File: config.mk
export PLATFORM = sky130hd
export DESIGN_NAME = mem_bus_arbiter
export DESIGN_NICKNAME = d
export VERILOG_FILES = /design/src/rtl/mem_arb_pkg.sv /design/src/rtl/rr_pick2.sv /design/src/rtl/mem_bus_arbiter.sv
export SDC_FILE = /design/constraint.sdc
export NUM_CORES = 1
export LEC_CHECK = 0
export ABC_AREA = 1
export ABC_CLOCK_PERIOD_IN_PS = 3470
export CAP_MARGIN = 10
export CORE_ASPECT_RATIO = 0.6
export CORE_MARGIN = 8
export CORE_UTILIZATION = 44
export CTS_CLUSTER_DIAMETER = 200
export DETAILED_ROUTE_END_ITERATION = 7
export PLACE_DENSITY_LB_ADDON = 0.25
export SYNTH_ARGS = -nofsm -noshare
export SYNTH_HDL_FRONTEND = slang
export SYNTH_HIERARCHICAL = 1
export SYNTH_SLANG_ARGS = --single-unit
File: constraint.sdc
create_clock -name clk -period 3.47 [get_ports clk]
set_input_delay 0.5205 -clock clk [delete_from_list [all_inputs] [get_ports clk]]
set_output_delay 0.5205 -clock clk [all_outputs]
set_load 0.05 [all_outputs]
File: src/rtl/mem_arb_pkg.sv
// rtl/mem_arb_pkg.sv - shared types and constants for the memory bus arbiter
package mem_arb_pkg;

  typedef enum logic [1:0] {
    IDLE   = 2'd0,
    ACCESS = 2'd1,
    RESP   = 2'd2
  } arb_state_t;

  localparam logic REQ_CPU = 1'b0;
  localparam logic REQ_DMA = 1'b1;

  localparam int DEFAULT_TIMEOUT = 5;

endpackage

File: src/rtl/rr_pick2.sv
// rtl/rr_pick2.sv - combinational two-way round-robin pick
module rr_pick2 (
  input  logic [1:0] req,
  input  logic       last,
  output logic       valid,
  output logic       winner
);

  always_comb begin
    valid  = |req;
    // On a tie the requester that did not win last time goes next.
    winner = (req == 2'b11) ? ~last : req[1];
  end

endmodule

File: src/rtl/mem_bus_arbiter.sv
// rtl/mem_bus_arbiter.sv - shares one memory_controller port between CPU and DMA masters
module mem_bus_arbiter
  import mem_arb_pkg::*;
#(
  parameter int ADDR_WIDTH = 16,
  parameter int DATA_WIDTH = 16,
  parameter int TIMEOUT    = DEFAULT_TIMEOUT
) (
  input  logic                    clk,
  input  logic                    rst_n,
  input  logic [1:0]              req,
  input  logic [1:0]              we,
  input  logic [2*ADDR_WIDTH-1:0] addr,
  input  logic [2*DATA_WIDTH-1:0] wdata,
  output logic [1:0]              ack,
  output logic [DATA_WIDTH-1:0]   rdata,
  output logic                    err,
  output logic                    mem_req,
  output logic                    mem_we,
  output logic [ADDR_WIDTH-1:0]   mem_addr,
  output logic [DATA_WIDTH-1:0]   mem_wdata,
  input  logic [DATA_WIDTH-1:0]   mem_rdata,
  input  logic                    mem_ready,
  input  logic                    mem_error,
  output logic                    owner,
  output logic                    busy
);

  localparam int CW = $clog2(TIMEOUT + 1);
  localparam logic [CW-1:0] CNT_LAST = CW'(TIMEOUT - 1);

  generate
    if (TIMEOUT < 1) begin : g_timeout_check
      $error("mem_bus_arbiter: TIMEOUT must be >= 1");
    end
  endgenerate

  arb_state_t      state;
  logic            last;
  logic [CW-1:0]   cnt;
  logic            pick_valid;
  logic            pick_winner;

  rr_pick2 u_pick (
    .req    (req),
    .last   (last),
    .valid  (pick_valid),
    .winner (pick_winner)
  );

  always_ff @(posedge clk or negedge rst_n) begin
    if (!rst_n) begin
      state     <= IDLE;
      ack       <= 2'b00;
      err       <= 1'b0;
      rdata     <= '0;
      mem_req   <= 1'b0;
      mem_we    <= 1'b0;
      mem_addr  <= '0;
      mem_wdata <= '0;
      owner     <= REQ_CPU;
      busy      <= 1'b0;
      last      <= REQ_DMA;
      cnt       <= '0;
    end else begin
      case (state)
        IDLE: begin
          ack <= 2'b00;
          if (pick_valid) begin
            owner     <= pick_winner;
            mem_we    <= pick_winner ? we[1] : we[0];
            mem_addr  <= pick_winner ? addr[2*ADDR_WIDTH-1:ADDR_WIDTH] : addr[ADDR_WIDTH-1:0];
            mem_wdata <= pick_winner ? wdata[2*DATA_WIDTH-1:DATA_WIDTH] : wdata[DATA_WIDTH-1:0];
            cnt       <= '0;
            mem_req   <= 1'b1;
            busy      <= 1'b1;
            state     <= ACCESS;
          end
        end

        ACCESS: begin
          cnt <= cnt + CW'(1);
          if (mem_ready || mem_error) begin
            if (!mem_we) begin
              rdata <= mem_rdata;
            end
            err     <= mem_error;
            mem_req <= 1'b0;
            ack     <= (owner == REQ_DMA) ? 2'b10 : 2'b01;
            state   <= RESP;
          end else if (cnt == CNT_LAST) begin
            // Watchdog expiry: complete with error, leave rdata untouched.
            err     <= 1'b1;
            mem_req <= 1'b0;
            ack     <= (owner == REQ_DMA) ? 2'b10 : 2'b01;
            state   <= RESP;
          end
        end

        RESP: begin
          ack   <= 2'b00;
          last  <= owner;
          busy  <= 1'b0;
          state <= IDLE;
        end

        default: begin
          ack     <= 2'b00;
          mem_req <= 1'b0;
          busy    <= 1'b0;
          state   <= IDLE;
        end
      endcase
    end
  end

endmodule
==> reports/qor.txt <==
WS Path Type: register to output pin
Synthesis-stage register bit count: 61
Worst Path Max Fanout: 3
1st-pass router iterations: 4
Fmax: 0.481 GHz
Placed cell area: 4300 um^2
Dpl hpwl: 6510 um
Fin crit share: 0.599
GRT overflow: 0
Crit path capture: mem_we
Layout cell share with drive strength beyond 1: 0.0577
DIE HEIGHT: 78.7 um
Die W: 120 um
Row count: 22
CP top delay family: buffers and inverters
CP Cell Sequence: clkdlybuf4s50_1
Routed WL: 8580 um
Skew-Pair Late Insertion Delay: 310 ps
Compound-gate portion of the synthesized area: 0.0191
Depth of the worst register-to-register path: 7
Multiplexer area fraction after synthesis: 0
Power density over the cells: 1010 nW/um^2
PostCTS Resize Cnt: 0
Fin area: 4520 um^2
WL per Instance: 14.2 um
Antenna Cells: 0
Slew @ Worst Pin: 846 ps
Distinct cell type count after synthesis: 21
Initial Utilization: 0.463
Count of final setup violators: 0
I/O pin total: 143
XOR/XNOR Fraction of Synth Area: 0.00304
CTS tree: done
Post-Syn Nets: 467
Hold Crit Class: primary input to async pin
Simple-gate share of the synthesized area: 0.378
CP Depth: 1
Vias in the first global route: 3,005
Die area: 9480 um^2
Synth area leader: dfrtp_1
Critical Path Sink Type: output pin
Adder-cell share of the synthesized area: 0.00868
Critical Path RT: 2950 ps
Core area: 6220 um^2
Post-route DRC violation count: 0
Final Critical Period: 2080 ps
H-tree depth: 3
Port buffer count: 142
CP Launch Point: mem_we$_DFFE_PN0P_
Post-CTS Setup Bufs: 0
Fill count: 514
Post-DRT Antenna Nets: 0
Number of synthesis warnings: 6
Initial antenna violation count: 0
Post-synth top area share: 0.521
DRT iter0 DRCs: 205
Reg2reg end: mem_addr[6]$_DFFE_PN0P_
Tot GR Track Use: 0.183
Area delta synth->final: 56.8%
Largest family of logic cells by synthesized area: simple AND/OR/NAND/NOR gates
First-pass GRT wire length: 14,200 um
Root Buffer: clkbuf_8
Area of the mapped netlist: 2880 um^2
CP bufs+invs: 1
Worst-path clk slew: 70 ps
Clock sinks: 61
Setup_tns: 0 ps
Hold Buf Count CTS: 0
Gate count of the mapped netlist: 377
Nets: 605
Slew headroom: 0.436
CP max stage delay: 840 ps
Fin. max-slew vios: 0
Status: finished clean
Vias: 2,890
Max-cap violations: 0
P_leak: 2.29 nW
Skew final: 4.83 ps
Vias per cell: 4.78
CP max-delay cell: clkdlybuf4s50_1
Pin count of the biggest net entering global routing: 40
Flop2flop setup slack: 1720 ps
Worst vdd ir: 531 uV
Syn_area_per_cell: 7.65 um^2
CTS Buf Count: 9
CP startpoint kind: register
Routability cong.: 0.817
Top cells by area, synth: dfrtp_1 52%, nand2_1 32%, nand3_1 3.1%, buf_6 2.3%, buf_2 1.6%
Seq/Total Area, Yosys: 0.530
Critical path data arrival time: 1560 ps
Clk buf depth: 2
RSZ-0062 raised after global routing: false
Hold Vio Cnt, Final: 0
R2r startpoint: last$_DFFE_PN1N_
metal layers:
metal / wire length [um] / GRT usage
met4: 42 / 0.0421
met5: 0 / 0
met2: 3780 / 0.287
met1: 3830 / 0.225
met3: 927 / 0.0862
cells in the final DEF, fill, tap and decap left out, types with 2 or more instances in the layout:
master and n:
bufinv_16 2, dfrtp_1 60, nand2_1 245, clkinv_2 2, nor2_4 3, inv_2 3, ha_1 2, o21ai_0 5
a21oi_1 3, buf_4 3, clkdlybuf4s50_1 141, o21ai_1 2, inv_1 8, nand3_1 18, clkbuf_8 11, nand4_1 2
cell usage after synthesis:
cell type    n
nand4_1      2
dfstp_2      1
nand2_1    245
buf_4        3
or2_1        1
nand2_2      1
nor2_4       3
inv_1        8
a21oi_1      4
buf_2        9
ha_1         2
buf_6        6
o21ai_0      5
inv_2        3
nand2_4      1
nor2_2       1
o21ai_1      2
nand3_1     18
xnor2_1      1
dfrtp_1     60
nor2_1       1
worst min path at each step:
stage	endpoint	slack (ps)	depth (start not counted)
2_1_floorplan	ack[0]$_DFFE_PN0P_	220	0
3_3_place_gp	rdata[10]$_DFFE_PN0P_	450	2
3_5_place_dp	rdata[4]$_DFFE_PN0P_	460	2
6_report	busy$_DFFE_PN0P_	310	1
4_1_cts	busy$_DFFE_PN0P_	340	1
5_1_grt	busy$_DFFE_PN0P_	360	1
power breakdown:
| part | switching, mW | leakage (nW) | total (mW) | internal (mW) |
|---|---|---|---|---|
| Clock | 0.257 | 0.116 | 0.699 | 0.442 |
| Combinational | 1.78 | 1.42 | 2.60 | 0.819 |
| Sequential | 0.202 | 0.759 | 1.25 | 1.05 |
cell type report:
cell class / count / area [um^2] / area share
clock inverters: 4 / 70.1 / 0.0155
well taps: 84 / 105 / 0.0232
inverters: 11 / 41.3 / 0.00913
flip-flops and latches: 61 / 1530 / 0.338
repair buffers: 145 / 1440 / 0.318
multi-input cells: 287 / 1180 / 0.262
clock buffers: 12 / 155 / 0.0343
kinds of logic (layout without fill, tap and decap cells):
logic type / after synthesis / after routing
xor+xnor: 1 / 1
simple gates: 273 / 273
fa+ha+maj: 2 / 2
flops: 61 / 61
compound gates: 11 / 11
buf+inv: 29 / 172
per-stage QoR:
| step | total power, mW | hold slack, ps | instances | util | worst slack (ps) |
|---|---|---|---|---|---|
| 2_1_floorplan | 3.02 | 225 | 377 | - | 2160 |
| 3_3_place_gp | 3.83 | 452 | 588 | 0.690 | 1230 |
| 3_5_place_dp | 3.88 | 458 | 588 | 0.690 | 1150 |
| 4_1_cts | 4.59 | 337 | 604 | 0.727 | 1370 |
| 5_1_grt | 4.84 | 360 | 604 | 0.727 | 1330 |
| 6_report | 4.55 | 310 | 604 | 0.727 | 1390 |
registers in the layout, indices dropped and copies added (netlist names):
name,flops
state,2
err,1
rdata,16
busy,1
mem_we,1
owner,1
mem_addr,16
cnt,3
mem_wdata,16
last,1
ack,2
mem_req,1
(Power assumes the default switching activity.)
==> variant, RTL diff (same flow settings) <==
Reset style: synchronous (`rst_n`), changed in one clocked block.
--- a/src/rtl/mem_bus_arbiter.sv
+++ b/src/rtl/mem_bus_arbiter.sv
@@ -49,5 +49,5 @@
   );
 
-  always_ff @(posedge clk or negedge rst_n) begin
+  always_ff @(posedge clk) begin
     if (!rst_n) begin
       state     <= IDLE;
Function: differs if rst_n is asserted again (counterexample within 4 cycles, from zero or initial values and one cycle with rst_n low); with rst_n held inactive, the same outputs for 10 cycles.
==> variant against the original RTL <==
- die area fell by 2.0%
- maximum frequency barely moved
- synthesized area shrank 2.3%
- design area down 2.2%
- setup slack got worse by 0.0014 ns
- cell count grew 7.0%
- sequential cell count stayed put
- routed wire length increased by 2.2%
- non-clock buffer count is the same
- count of clock-buffer cells in the layout up 1
Power is not compared: it rests on default switching activity, and its combinational part moved more than twofold at a synthesized area within 25%.
==> variant: results (changes against the original RTL) <==
wire per inst 13.6 um (-4.4%); Final #Nets 649 (+7.3%); M1 GR Usage 21.4% (-1.2 points); post-synthesis async set-or-reset flop share 0% (-100 points); Mapped Nets 516 (+10%); xor/xnor cell area share of the yosys netlist 0% (-0.30 points); Yosys cell types 17 (-19%); Tightest Pin Transition 0.770 ns (-0.0761 ns); met2 Use GR 31.6% (+2.9 points); global-route wire length before repair 14200 um (-0.15%); dpl cells 632 (+7.5%); post-synthesis compound-gate area fraction 14.0% (+12 points); detailed-routing wirelength on met1 3840 um (+0.50%); vias in the first global route 2976 (-0.97%); run status finished, final reports clean; Synth area leaders dfxtp_1 43%, nand2_1 18%, inv_1 7.9%; Post-Syn Area per Cell 6.61 um^2 (-14%); Seq/Total Area, Yosys 43.4% (-9.6 points); ys flop type dfxtp_1; GRT met3 Usage 7.73% (-0.88 points); Clock Skew 0.00745 ns (+0.00263 ns); gr usage total 18.7% (+0.35 points); CP Max Fanout 4 (+1); met2 routed WL 4220 um (+12%); post-DP HPWL 6660 um (+2.3%); gpl congestion 0.771 (-5.7%)
[variant: path summary, 6_finish.rpt]
| check | end | slack [ns] | cells after the start |
|---|---|---|---|
| worst max register to register | owner | 1.83 | 4 |
| worst min-delay path | mem_addr[7] | 0.46 | 2 |
| worst min register to register | mem_addr[7] | 0.46 | 2 |
| worst max-delay path | owner | 1.39 | 1 |
[variant: where the power goes]
group,leakage (nW),internal [mW],switching (mW)
combinational,1.31,0.248,0.395
clock,0.0974,0.328,0.251
sequential,0.502,0.763,0.0358
total,1.91,1.34,0.682
[variant: layout make-up]
type	count	area, um^2
fillers	510	1720
repair buffers	145	1440
multi-input cells	280	1230
flip-flops and latches	61	1220
inverters	62	233
clock buffers	13	179
well taps	84	105
clock inverters	1	5.00
[variant: stage by stage]
stage | setup slack (ns) | util, %
after floorplan | 2.04 | -
after detailed placement | 1.07 | 69.0
after CTS | 1.36 | 72.0
after global routing | 1.23 | 72.0
after global placement | 1.09 | 69.0
final | 1.39 | 72.0
